[src/rtl/uart_tx_frame_param.sv]
// Parametrised UART transmitter: configurable data width, parity, stop bits and baud divisor.
// Valid/ready handshake; a word accepted in the final stop cycle starts the next frame with
// no idle gap.
module uart_tx_frame_param #(
  parameter int unsigned P_DATA_BITS     = 8,
  parameter int unsigned P_CLKS_PER_BAUD = 868,
  parameter int unsigned P_PARITY        = 0,
  parameter int unsigned P_STOP_BITS     = 1
) (
  input  logic                   i_CLK,
  input  logic                   i_RESET_N,
  input  logic                   i_TX_VALID,
  input  logic [P_DATA_BITS-1:0] i_DATA_IN,
  output logic                   o_TX_READY,
  output logic                   o_TX_BUSY,
  output logic                   o_TX,
  output logic                   o_TX_DONE
);

  // Guarded widths so an illegal parameter reports its own error, not a zero-width one.
  localparam int unsigned BaudW = (P_CLKS_PER_BAUD > 1) ? $clog2(P_CLKS_PER_BAUD) : 1;
  localparam int unsigned BitW  = (P_DATA_BITS > 1) ? $clog2(P_DATA_BITS) : 1;

  localparam logic [BaudW-1:0] BaudLast  = BaudW'(P_CLKS_PER_BAUD - 1);
  localparam logic [BitW-1:0]  DataLast  = BitW'(P_DATA_BITS - 1);
  localparam logic [BitW-1:0]  StopLast  = BitW'(P_STOP_BITS - 1);
  localparam bit               HasParity = (P_PARITY != 0);
  localparam bit               OddParity = (P_PARITY == 1);

  if (P_DATA_BITS < 5 || P_DATA_BITS > 9) begin : gen_chk_data_bits
    $error("uart_tx_frame_param: P_DATA_BITS must be 5..9");
  end
  if (P_CLKS_PER_BAUD < 2) begin : gen_chk_clks
    $error("uart_tx_frame_param: P_CLKS_PER_BAUD must be >= 2");
  end
  if (P_PARITY > 2) begin : gen_chk_parity
    $error("uart_tx_frame_param: P_PARITY must be 0, 1 or 2");
  end
  if (P_STOP_BITS < 1 || P_STOP_BITS > 2) begin : gen_chk_stop
    $error("uart_tx_frame_param: P_STOP_BITS must be 1 or 2");
  end

  typedef enum logic [2:0] {StIdle, StStart, StData, StParity, StStop} state_e;

  state_e                 state_q, state_d;
  logic [BaudW-1:0]       baud_q, baud_d;
  logic [BitW-1:0]        bit_q, bit_d;      // data bit index, reused as stop bit index
  logic [P_DATA_BITS-1:0] shift_q, shift_d;
  logic                   parity_q, parity_d;
  logic                   tx_q, tx_d;
  logic                   done_q, done_d;

  logic baud_end, last_stop, ready, accept;

  assign baud_end  = (baud_q == BaudLast);
  assign last_stop = (bit_q == StopLast);
  assign ready     = (state_q == StIdle) || ((state_q == StStop) && baud_end && last_stop);
  assign accept    = i_TX_VALID && ready;

  // Next-state, baud/bit counting and the registered line value for the coming cycle.
  always_comb begin
    state_d  = state_q;
    baud_d   = baud_q;
    bit_d    = bit_q;
    shift_d  = shift_q;
    parity_d = parity_q;
    tx_d     = tx_q;
    done_d   = 1'b0;

    if (state_q != StIdle) begin
      baud_d = baud_end ? '0 : baud_q + BaudW'(1);
    end

    unique case (state_q)
      StIdle: begin
        tx_d = 1'b1;
      end
      StStart: begin
        if (baud_end) begin
          state_d = StData;
          bit_d   = '0;
          tx_d    = shift_q[0];
        end
      end
      StData: begin
        if (baud_end) begin
          if (bit_q == DataLast) begin
            bit_d = '0;
            if (HasParity) begin
              state_d = StParity;
              tx_d    = parity_q;
            end else begin
              state_d = StStop;
              tx_d    = 1'b1;
            end
          end else begin
            bit_d   = bit_q + BitW'(1);
            shift_d = {1'b0, shift_q[P_DATA_BITS-1:1]};
            tx_d    = shift_q[1];
          end
        end
      end
      StParity: begin
        if (baud_end) begin
          state_d = StStop;
          bit_d   = '0;
          tx_d    = 1'b1;
        end
      end
      StStop: begin
        if (baud_end) begin
          if (last_stop) begin
            state_d = StIdle;
            bit_d   = '0;
            done_d  = 1'b1;
          end else begin
            bit_d = bit_q + BitW'(1);
          end
        end
      end
      default: begin
        state_d = StIdle;
        tx_d    = 1'b1;
      end
    endcase

    // An accept overrides everything except the done pulse of the frame just finishing.
    if (accept) begin
      state_d  = StStart;
      baud_d   = '0;
      bit_d    = '0;
      shift_d  = i_DATA_IN;
      parity_d = (^i_DATA_IN) ^ OddParity;
      tx_d     = 1'b0;
    end
  end

  // State register with synchronous active-low reset; reset aborts any frame in flight.
  always_ff @(posedge i_CLK) begin
    if (!i_RESET_N) begin
      state_q  <= StIdle;
      baud_q   <= '0;
      bit_q    <= '0;
      shift_q  <= '0;
      parity_q <= 1'b0;
      tx_q     <= 1'b1;
      done_q   <= 1'b0;
    end else begin
      state_q  <= state_d;
      baud_q   <= baud_d;
      bit_q    <= bit_d;
      shift_q  <= shift_d;
      parity_q <= parity_d;
      tx_q     <= tx_d;
      done_q   <= done_d;
    end
  end

  assign o_TX_READY = ready;
  assign o_TX_BUSY  = (state_q != StIdle);
  assign o_TX       = tx_q;
  assign o_TX_DONE  = done_q;

`ifdef FORMAL
  a_idle_high: assert property (@(posedge i_CLK) disable iff (!i_RESET_N)
      !o_TX_BUSY |-> o_TX);
  a_ready_busy: assert property (@(posedge i_CLK) disable iff (!i_RESET_N)
      (o_TX_READY && o_TX_BUSY) |-> ((state_q == StStop) && baud_end && last_stop));
  a_bit_range: assert property (@(posedge i_CLK) disable iff (!i_RESET_N)
      bit_q <= DataLast);
  c_back_to_back: cover property (@(posedge i_CLK) disable iff (!i_RESET_N)
      o_TX_DONE && o_TX_BUSY && !o_TX);
`endif

endmodule

[config.mk]
export PLATFORM = sky130hd
export DESIGN_NAME = uart_tx_frame_param
export DESIGN_NICKNAME = d
export VERILOG_FILES = /design/src/rtl/uart_tx_frame_param.sv
export SDC_FILE = /design/constraint.sdc
export NUM_CORES = 1
export LEC_CHECK = 0
export ABC_AREA = 1
export ABC_CLOCK_PERIOD_IN_PS = 2700
export BUFFER_PORTS_ARGS = -buffer_cell sky130_fd_sc_hd__buf_2
export CAP_MARGIN = 20
export CORE_ASPECT_RATIO = 0.7
export CORE_MARGIN = 4
export CORE_UTILIZATION = 55
export CTS_CLUSTER_DIAMETER = 200
export DETAILED_ROUTE_END_ITERATION = 6
export PLACE_DENSITY = 0.82
export SLEW_MARGIN = 20
export SYNTH_ARGS = -nofsm -noshare
export SYNTH_HDL_FRONTEND = slang
export SYNTH_SLANG_ARGS = --single-unit
[constraint.sdc]
create_clock -name i_CLK -period 2.7 [get_ports i_CLK]
set_clock_uncertainty 0.15 [all_clocks]
set_input_delay 0.54 -clock i_CLK [delete_from_list [all_inputs] [get_ports i_CLK]]
set_output_delay 0.54 -clock i_CLK [all_outputs]
set_load 0.01 [all_outputs]
==> flow_metrics.tcl <==
set metrics [dict create \
    wl_per_cell_um 10.6 \
    dr.pass1.iters 5 \
    max_freq_mhz 450 \
    syn_to_final_growth_pct 8.96 \
    routabilityCongestion 0.846 \
    ant_nets 0 \
    overflow 0 \
    final_cells 269 \
    grt_pass1_vias 1146 \
    dp_cells 265 \
    io_pins 15 \
    cts_hold_buffers 0 \
    io_buffers 14 \
    die_h_um 52.0 \
    power_density_nw_per_um2 476 \
    max_slew_margin 0.792 \
    clk_pin_slew_ns 0.09 \
    worstPathMaxFanout 10 \
    core-area_um2 2550 \
    yosys_warnings 0 \
    syn-num-nets 236 \
    cp_slowest_cell "dfxtp_1" \
    ys_seq_elements 26 \
    hold_path.class "flop to flop" \
    critPathKind "flop to output port" \
    cts_buffers 3 \
    cts-root-buf "clkbuf_8" \
    drive_above_1_share 0.170 \
    grt_pass1_wl_um 4940 \
    clockBufferDepth 2 \
    synth_area_per_cell_um2 6.89 \
    drt_iter0_drc 92 \
    finalCritPeriodShare 0.824 \
    fp.dieW_um 70.9 \
    vias_per_cell 4.80 \
    clk_latency_ns 0.27 \
    grt_usage 0.169 \
    hold_violations 0 \
    ir_drop_uv 325 \
    ys_seq_area_frac 0.342 \
    cp-end-kind "output port" \
    worstPathCellList "ha_1 > nand3_1 > nor2_4 > nand3_4 > nand2_8 > buf_2" \
    ys_types 26 \
    dp_hpwl_um 2230 \
    critical_path.max_stage_delay_ns 0.39 \
    rsz0062_at_grt "false" \
    drt-total-wl_um 2860 \
    status "finished clean" \
    syn_inst 221 \
    worst_ep_arrival_time_ns 1.53 \
    netlist_area_um2 1520 \
    vias 1292 \
    antenna_cells 0 \
    die_area_um2 3690 \
    max-cap-violations 0 \
    ctsHtreeMaxLevel 1 \
    crit_required_ns 2.01 \
    cp_top_family "simple AND/OR/NAND/NOR gates" \
    crit_buf_inv 1 \
    start_kind "flop" \
    setup_viol 0 \
    tightest_slew_ns 0.311 \
    tns_ns 0 \
    ctsResizeCount 0 \
    start_util 0.597 \
    drv_slew 0 \
    layout_commonest_cell "nand2_1" \
    cts_tree "done" \
    synth_edf_count 0 \
    ys.flop_type "dfxtp_1" \
    antenna_found_initial 0 \
    min_period_ns 2.22 \
    fin_nets 251 \
    p_leak_uw 0.000775 \
    cts_setup_buffers 0 \
    grt_max_degree 20 \
    async_reset_ff_frac 0 \
    p_total_uw 790 \
    remaining_drc_errors 0 \
    layout_common_cells "nand2_1, inv_1, dfxtp_1" \
    cts_sinks 26 \
    hold_ws_ns 0.346 \
    core.rowCount 15 \
]
-- metrics by stage --
step | utilization | cell area (um2) | setup WS, ns
6_report | 0.650 | 1660 | 0.476
5_1_grt | 0.650 | 1660 | 0.359
4_1_cts | 0.650 | 1660 | 0.457
3_5_place_dp | 0.628 | 1600 | 0.707
3_3_place_gp | 0.628 | 1600 | 0.773
2_1_floorplan | - | 1520 | 0.952
-- cell families (layout without fill, tap and decap cells) --
family	after synthesis	in the layout	share of synthesized area
compound gates	13	13	0.0427
xor+xnor	8	8	0.0460
fa+ha+maj	4	4	0.0329
buf+inv	42	56	0.114
flops	26	26	0.342
simple gates	128	128	0.422
-- path summary, 6_finish.rpt --
| path | start | to | cells after the start | slack, ns |
|---|---|---|---|---|
| max reg2reg | baud_q[0]$_SDFFE_PP0P_ | baud_q[2]$_SDFFE_PP0P_ | 9 | 0.70 |
| min reg2reg | bit_q[0]$_SDFFE_PP0P_ | bit_q[0]$_SDFFE_PP0P_ | 2 | 0.35 |
| max | baud_q[0]$_SDFFE_PP0P_ | o_TX_READY | 6 | 0.48 |
| min | bit_q[0]$_SDFFE_PP0P_ | bit_q[0]$_SDFFE_PP0P_ | 2 | 0.35 |
-- cell usage after synthesis, types with 3 or more instances --
| library cell | instances | area share |
|---|---|---|
| nor2_2 | 7 | 0.029 |
| ha_1 | 4 | 0.033 |
| xor2_1 | 6 | 0.035 |
| inv_1 | 34 | 0.084 |
| nand3_1 | 24 | 0.079 |
| nor2_4 | 3 | 0.022 |
| dfxtp_1 | 26 | 0.34 |
| inv_2 | 4 | 0.0099 |
| nand2_1 | 55 | 0.14 |
| nor2_1 | 24 | 0.059 |
| o21ai_0 | 5 | 0.016 |
| a21oi_1 | 8 | 0.026 |
-- power breakdown --
part | internal (uW) | leakage, uW | switching (uW) | total (uW)
Sequential | 400 | 0.000212 | 8.29 | 408
Clock | 130 | 0.0000288 | 114 | 244
Combinational | 48.7 | 0.000534 | 89.6 | 138
-- worst register-to-register path: cells and delay by family, from the launching register on --
kind / cells / cell delay (ns)
flops: 1 / 0.39
simple gates: 8 / 1.13
fa+ha+maj: 1 / 0.22
-- final cells by class --
cell class                 instances  area, um2
fill                             239        893
tap                               34       42.5
inverter                          38        143
multi-input combinational        153        828
timing repair buffer              14       70.1
clock buffer                       4       55.1
sequential                        26        520
-- layer usage --
layer  GRT usage  share of wire
met5           0              0
met4      0.0375         0.0028
met3      0.0463          0.060
met2       0.242           0.41
met1       0.249           0.53
-- sequential cells by signal (all words and copies together) (netlist names) --
| register | count |
|---|---|
| shift_q | 8 |
| bit_q | 3 |
| state_q | 3 |
| baud_q | 10 |
| o_TX | 1 |
| o_TX_DONE | 1 |
(Power assumes the default switching activity.)
